`src/rtl/hazard_pkg.sv`:
```
// Purpose: shared types and constants for the pipeline hazard controller.
// Latency: n/a (declarations only).
// Backpressure: n/a (declarations only).
package hazard_pkg;

    // Controller sequencing states
    typedef enum logic [1:0] {
        RUN      = 2'd0,
        LU_STALL = 2'd1,
        MEM_WAIT = 2'd2
    } hazard_state_e;

    // x0 is hardwired to zero, so a load targeting it never creates a hazard
    localparam logic [4:0] REG_ZERO = 5'd0;

    // Largest supported load-use bubble count and the width of the bubble counter
    localparam int LOAD_LAT_MAX = 3;
    localparam int BUB_W        = 2;

endpackage

```
`src/rtl/hazard_perf_cnt.sv`:
```
// Purpose: two free-running 32-bit event counters (stall cycles, IFID flushes), wrap modulo 2^32.
// Latency: count visible one cycle after the event.
// Backpressure: none; counts every cycle its increment input is high, cleared by rst_i.
module hazard_perf_cnt
    import hazard_pkg::*;
(
    input  logic        clk_i,
    input  logic        rst_i,
    input  logic        stall_inc_i,
    input  logic        flush_inc_i,
    output logic [31:0] stall_cnt_o,
    output logic [31:0] flush_cnt_o
);

    logic [31:0] stall_cnt_q, stall_cnt_d;
    logic [31:0] flush_cnt_q, flush_cnt_d;

    // Next counts: plain increment, wrapping naturally
    always_comb begin
        stall_cnt_d = stall_cnt_q + 32'(stall_inc_i);
        flush_cnt_d = flush_cnt_q + 32'(flush_inc_i);
    end

    // Counter registers, synchronously cleared
    always_ff @(posedge clk_i) begin
        if (rst_i) begin
            stall_cnt_q <= 32'd0;
            flush_cnt_q <= 32'd0;
        end else begin
            stall_cnt_q <= stall_cnt_d;
            flush_cnt_q <= flush_cnt_d;
        end
    end

    assign stall_cnt_o = stall_cnt_q;
    assign flush_cnt_o = flush_cnt_q;

endmodule

```
`src/rtl/hazard_ctrl.sv`:
```
// Purpose: 5-stage pipeline hazard controller (load-use, branch flush, fetch wait, dmem freeze); HAZARD_PERF_CNT_EN enables perf counters.
// Latency: zero-cycle; controls are combinational from registered state plus current inputs.
// Backpressure: dmem_busy_i freezes the whole pipe; imem_ack_i=0 holds the PC and bubbles IFID.
module hazard_ctrl
    import hazard_pkg::*;
#(
    parameter int LOAD_LAT = 1,
    parameter int REG_AW   = 5
) (
    input  logic              clk_i,
    input  logic              rst_i,
    input  logic [REG_AW-1:0] IFID_rs1_i,
    input  logic [REG_AW-1:0] IFID_rs2_i,
    input  logic              IDEX_MemRead_i,
    input  logic [REG_AW-1:0] IDEX_rd_i,
    input  logic              branch_taken_i,
    input  logic              imem_ack_i,
    input  logic              dmem_busy_i,
    output logic              PC_write_o,
    output logic              IFID_Stall_o,
    output logic              IFID_Flush_o,
    output logic              IDEX_Flush_o,
    output logic              freeze_o,
    output logic [31:0]       stall_cnt_o,
    output logic [31:0]       flush_cnt_o
);

    // Out-of-range parameter values are clamped into 1..LOAD_LAT_MAX
    localparam int LAT = (LOAD_LAT > LOAD_LAT_MAX) ? LOAD_LAT_MAX :
                         (LOAD_LAT < 1)            ? 1 : LOAD_LAT;

    hazard_state_e    state_q, state_d;
    hazard_state_e    ret_state_q, ret_state_d;
    hazard_state_e    eff_state;
    logic [BUB_W-1:0] bub_cnt_q, bub_cnt_d;
    logic             lu_hit;

    // Load in EX writes a register the instruction in ID reads
    assign lu_hit = IDEX_MemRead_i
                  && (IDEX_rd_i != REG_AW'(REG_ZERO))
                  && ((IDEX_rd_i == IFID_rs1_i) || (IDEX_rd_i == IFID_rs2_i));

    // Next-state and output decode, priority: reset > dmem wait > load-use > branch > fetch wait
    always_comb begin
        state_d      = state_q;
        ret_state_d  = ret_state_q;
        bub_cnt_d    = bub_cnt_q;
        eff_state    = state_q;
        PC_write_o   = 1'b1;
        IFID_Stall_o = 1'b0;
        IFID_Flush_o = 1'b0;
        IDEX_Flush_o = 1'b0;
        freeze_o     = 1'b0;

        if (rst_i) begin
            state_d      = RUN;
            ret_state_d  = RUN;
            bub_cnt_d    = '0;
            PC_write_o   = 1'b0;
            IFID_Flush_o = 1'b1;
            IDEX_Flush_o = 1'b1;
        end else if (dmem_busy_i) begin
            PC_write_o   = 1'b0;
            IFID_Stall_o = 1'b1;
            freeze_o     = 1'b1;
            // Remember where to resume; the bubble count is left untouched
            if (state_q != MEM_WAIT) begin
                ret_state_d = state_q;
                state_d     = MEM_WAIT;
            end
        end else begin
            // Leaving MEM_WAIT behaves exactly like the state it interrupted
            eff_state = (state_q == MEM_WAIT) ? ret_state_q : state_q;
            state_d   = eff_state;
            case (eff_state)
                LU_STALL: begin
                    PC_write_o   = 1'b0;
                    IFID_Stall_o = 1'b1;
                    IDEX_Flush_o = 1'b1;
                    bub_cnt_d    = bub_cnt_q - 1'b1;
                    if (bub_cnt_q <= BUB_W'(1)) begin
                        state_d = RUN;
                    end
                end
                default: begin
                    if (lu_hit) begin
                        PC_write_o   = 1'b0;
                        IFID_Stall_o = 1'b1;
                        IDEX_Flush_o = 1'b1;
                        // This cycle is the first bubble; LU_STALL supplies the rest
                        if (LAT > 1) begin
                            bub_cnt_d = BUB_W'(LAT - 1);
                            state_d   = LU_STALL;
                        end
                    end else if (branch_taken_i) begin
                        IFID_Flush_o = 1'b1;
                    end else if (!imem_ack_i) begin
                        PC_write_o   = 1'b0;
                        IFID_Flush_o = 1'b1;
                    end
                end
            endcase
        end
    end

    // State registers, synchronous reset
    always_ff @(posedge clk_i) begin
        if (rst_i) begin
            state_q     <= RUN;
            ret_state_q <= RUN;
            bub_cnt_q   <= '0;
        end else begin
            state_q     <= state_d;
            ret_state_q <= ret_state_d;
            bub_cnt_q   <= bub_cnt_d;
        end
    end

`ifdef HAZARD_PERF_CNT_EN
    hazard_perf_cnt u_perf_cnt (
        .clk_i       (clk_i),
        .rst_i       (rst_i),
        .stall_inc_i (~PC_write_o & ~rst_i),
        .flush_inc_i (IFID_Flush_o & ~rst_i),
        .stall_cnt_o (stall_cnt_o),
        .flush_cnt_o (flush_cnt_o)
    );
`else
    assign stall_cnt_o = 32'd0;
    assign flush_cnt_o = 32'd0;
`endif

endmodule

```
`config.mk`:
```
export PLATFORM = sky130hd
export DESIGN_NAME = hazard_ctrl
export DESIGN_NICKNAME = d
export VERILOG_FILES = /design/src/rtl/hazard_pkg.sv /design/src/rtl/hazard_perf_cnt.sv /design/src/rtl/hazard_ctrl.sv
export SDC_FILE = /design/constraint.sdc
export NUM_CORES = 1
export LEC_CHECK = 0
export BUFFER_PORTS_ARGS = -buffer_cell sky130_fd_sc_hd__clkbuf_2
export CAP_MARGIN = 20
export CORE_MARGIN = 8
export CORE_UTILIZATION = 41
export CTS_BUF_LIST = sky130_fd_sc_hd__clkbuf_8
export DETAILED_ROUTE_END_ITERATION = 16
export PLACE_DENSITY = 0.89
export SLEW_MARGIN = 5
export SYNTH_ARGS = -nofsm -noshare
export SYNTH_HDL_FRONTEND = slang
export SYNTH_SLANG_ARGS = --single-unit
```
`constraint.sdc`:
```
create_clock -name clk_i -period 4.8 [get_ports clk_i]
set_clock_uncertainty 0.05 [all_clocks]
set_input_delay 1.2 -clock clk_i [delete_from_list [all_inputs] [get_ports clk_i]]
set_output_delay 1.2 -clock clk_i [all_outputs]
set_load 0.02 [all_outputs]
```
# Yosys cells after proc, flatten, opt, wreduce, memory -nomap -nowiden
# Index checks and enable logic that the tools add are counted.
[word_totals]
wordCells = 43
out_inout_bits = 69
in_bits = 21
register_bits = 6
[op_classes]
addsub = 1
eq_ne = 6
order_cmp = 1
n_mux = 25
n_bitwise = 1
reduce_logical = 6
[op_table]
columns = ["op", "count"]
rows = [
  ["1-bit 2-to-1 mux", 20],
  ["5-bit == test", 2],
  ["2-bit 2-to-1 mux", 5],
  ["5-bit nonzero test", 1],
  ["2-bit AND reduction", 2],
  ["2-bit by 1-bit == test with 1-bit output, second input constant", 1],
  ["2-bit == test, second input constant", 1],
  ["2-bit by 1-bit <= comparator with 1-bit output, second input constant", 1],
  ["1-bit logical AND", 2],
  ["2-bit by 1-bit != test with 1-bit output, second input constant", 1],
  ["2-bit != test, second input constant", 1],
  ["2-bit by 1-bit subtractor with 2-bit output, second input constant", 1],
  ["1-bit logical OR", 1],
  ["1-bit NOT", 1],
]

# Logic depth before layout (Yosys ltp)
[logic_depth]
ltp_word = 7
ltp_mapped = 4

# Least setup slack after synthesis
# No wires, ideal clock.
[synth_timing]
path_type = "input port to output port"
startpoint = "input port IDEX_rd_i[4]"
endpoint = "output port IDEX_Flush_o"
arrival_ns = 2.233
required_time_ns = 3.550
cell_stages = 4
setup_slack_ns = 1.317
cell_sequence = "xnor2_1 nand3_1 o22a_1 o31ai_1"
[synth_via]
elab_chain_len = 7
[synth_rtl]
columns = ["item", "line_no", "source"]
rows = [
  ["start, declared", "hazard_ctrl.sv:15", "input logic [REG_AW-1:0] IDEX_rd_i,"],
  ["5-bit == test / 5-bit nonzero test (equally long branches)", "hazard_ctrl.sv:41, hazard_ctrl.sv:40", ""],
  ["1-bit logical OR / 1-bit logical AND (equally long branches)", "hazard_ctrl.sv:41, hazard_ctrl.sv:40", ""],
  ["1-bit logical AND (*)", "hazard_ctrl.sv:41", "&& ((IDEX_rd_i == IFID_rs1_i) || (IDEX_rd_i == IFID_rs2_i));"],
  ["1-bit 2-to-1 mux (*)", "hazard_ctrl.sv:86", "if (lu_hit) begin"],
  ["1-bit 2-to-1 mux (*)", "hazard_ctrl.sv:75", "case (eff_state)"],
  ["1-bit 2-to-1 mux (*)", "hazard_ctrl.sv:62", "end else if (dmem_busy_i) begin"],
  ["1-bit 2-to-1 mux (*)", "hazard_ctrl.sv:55", "if (rst_i) begin"],
  ["end, declared", "hazard_ctrl.sv:22", "output logic IDEX_Flush_o,"],
]
# Mark *: on every way between the ends. The rest lies on a longest branch, timed or not.

# Worst setup path in the final report
[layout_timing]
startpoint = "input port IDEX_rd_i[1]"
endpoint = "output port IFID_Flush_o"
[layout_via]
elab_chain_len = 7
[layout_rtl]
columns = ["item", "line_no", "source"]
rows = [
  ["5-bit == test / 5-bit nonzero test (equally long branches)", "hazard_ctrl.sv:41, hazard_ctrl.sv:40", ""],
  ["1-bit logical OR / 1-bit logical AND (equally long branches)", "hazard_ctrl.sv:41, hazard_ctrl.sv:40", ""],
  ["1-bit logical AND (*)", "hazard_ctrl.sv:41", ""],
  ["1-bit 2-to-1 mux (*)", "hazard_ctrl.sv:86", ""],
  ["1-bit 2-to-1 mux (*)", "hazard_ctrl.sv:75", ""],
  ["1-bit 2-to-1 mux (*)", "hazard_ctrl.sv:62", ""],
  ["1-bit 2-to-1 mux (*)", "hazard_ctrl.sv:55", ""],
  ["end, declared", "hazard_ctrl.sv:21", "output logic IFID_Flush_o,"],
]
# Marked as above.

==> impl_metrics.yaml <==
die:
  die_w_um: 64.1
  core_mm2: 0.00221
  fp.dieArea_mm2: 0.00411
  die_h_um: 64.1
  start_util: 0.429
  top_level_ports: 90
  rows: 17
synth:
  synth-edff-count: 0
  synthTopCellsByArea: "buf_4 (51%), dfxtp_1 (13%), xnor2_1 (10%)"
  synth-main-ff-cell: "dfxtp_1"
  syn_area_um2: 950
  yosysSeqAreaShare: 0.126
  synth.ff_latch_count: 6
  yosys_warnings: 0
  synthTopCellsByCount: "buf_4 (64), xnor2_1 (11), nor2_1 (8), dfxtp_1 (6)"
  syn_avg_cell_area_um2: 7.72
  synth_most_common_cell: "buf_4"
  synth_top_area_frac: 0.506
  yosysTopAreaCell: "buf_4"
  syn-instance-count: 123
  synth.distinct_cells: 27
  postSynth.asyncResetShare: 0
setup_path:
  critPathArrivalTime_ns: 2.39
  crit_fanout: 3
  path_class: "in -> out"
  cp-end-kind: "primary output"
  start_kind: "input port"
  cp_data_required_time_ns: 3.55
detailed_routing:
  route.detailed.drc: 0
  dr.first_iter.drc_count: 11
  top_layer_used: "met4"
  num_vias: 665
  ant_nets: 0
  wirelength_mm: 1.88
  route.met2.wl_um: 927
  viasPerCell: 3.76
  wl_met3_um: 231
  dr.pass1.iters: 4
  wl_per_cell_um: 10.6
  wl_met1_um: 700
sta:
  rsz0062_at_grt: "no"
  period_needed_ns: 3.64
  hold_violations: 0
  fmax_mhz: 274
  drv_slew: 0
  fin_crit_sh: 0.759
  hold_ws_ns: 0.451
  finalSetupViolations: 0
  tns_ns: 0
cts:
  cts_resized: 0
  cts_root_buf: "clkbuf_8"
  tritoncts: "built"
  clk_pin_slew_ns: 0.04
  h-tree-depth: 1
  hold_buffers: 0
  cts_buffers: 3
  clock-sinks: 6
  cts_buffer_depth: 2
  post_cts_buffers: 0
  insertion_delay_ns: 0.22
pwr:
  power_density_mw_per_mm2: 232
  finalPower_mw: 0.210
  p_leak_nw: 0.481
  ir_drop_mv: 0.156
global_routing:
  grt_pass1_vias: 673
  overflow: 0
  grtUsageTotal: 0.0862
  antenna_found_initial: 0
  grt_max_degree: 14
  grt_pass1_wl_mm: 2.93
placement:
  placedInstanceArea_um2: 862
  gp_congestion: 0.799
  hpwl_mm: 1.73
  io_buffers: 25
outcome:
  status: "complete, no violations"
final_layout:
  final_layout_size_suffix_gt1_frac: 0.208
  nNetsFinal: 173
  fin_area_um2: 903
  n_antenna_cell: 0
  syn_to_final_growth_pct: -4.87
run:
  drv_cap: 0
hold_path:
  holdCritPathClass: "reg -> reg"
==> critical path: stages <==
cell and delay (ns):
clkbuf_2 0.11, or4_1 0.53, o21ai_2 0.19, nor2_2 0.07
a21oi_2 0.13, clkbuf_2 0.17
==> flip-flops by register name, indices dropped and copies added, names as in the netlist <==
name,flops
bub_cnt_q,2
ret_state_q,2
state_q,2
==> placed cells by master (no fill, tap or decap), drive strengths merged <==
cell / instances
conb: 64
clkbuf: 28
xnor2: 11
nor2: 9
dfxtp: 6
a21oi: 5
nand2b: 4
o21ai: 3
inv: 2
nand3: 2
nand2: 2
o22ai: 2
o22a: 1
or4: 1
nand4bb: 1
o31ai: 1
and3: 1
o211a: 1
o2bb2ai: 1
mux2i: 1
nor4b: 1
a22oi: 1
ha: 1
==> power breakdown <==
part | total, mW | internal, mW | switching, mW
combinational | 0.0832 | 0.0180 | 0.0652
clock | 0.0755 | 0.0538 | 0.0217
sequential | 0.0511 | 0.0506 | 0.000447
total | 0.210 | 0.122 | 0.0873
==> cells by family after synthesis <==
group,share of synthesized area
buf+inv,0.518
simple gates,0.119
compound gates,0.108
xor+xnor,0.101
flops,0.126
fa+ha+maj,0.0132
other cells,0.00395
mux,0.0105
==> final timing paths <==
path,startpoint,end,slack [ns],depth (start not counted)
setup / recovery,IDEX_rd_i[1],IFID_Flush_o,1.16,6
hold / removal,bub_cnt_q[1],bub_cnt_q[1],0.45,2
setup reg to reg,state_q[0],bub_cnt_q[1],3.46,4
hold reg to reg,bub_cnt_q[1],bub_cnt_q[1],0.45,2
==> per-layer routing <==
layer | vias to the layer above | GRT usage
met5 | - | 0
met4 | 0 | 0.0490
met3 | 2 | 0.0331
met2 | 46 | 0.144
met1 | 292 | 0.0908
li1 | 325 | -
==> layout make-up <==
cell class,count,area (µm²)
Fill cell,232,1310
Multi-Input combinational cell,113,574
Timing Repair Buffer,25,125
Sequential cell,6,120
Clock buffer,3,41.3
Tap cell,28,35.0
Inverter,2,7.51
==> through the flow <==
step            util  setup WS, ns  std cells
5_1_grt        0.408          1.03        177
2_1_floorplan      -          1.32        186
3_3_place_gp   0.390          1.16        174
6_report       0.408          1.16        177
4_1_cts        0.408          1.15        177
3_5_place_dp   0.390          1.15        174
(Power assumes the default switching activity.)
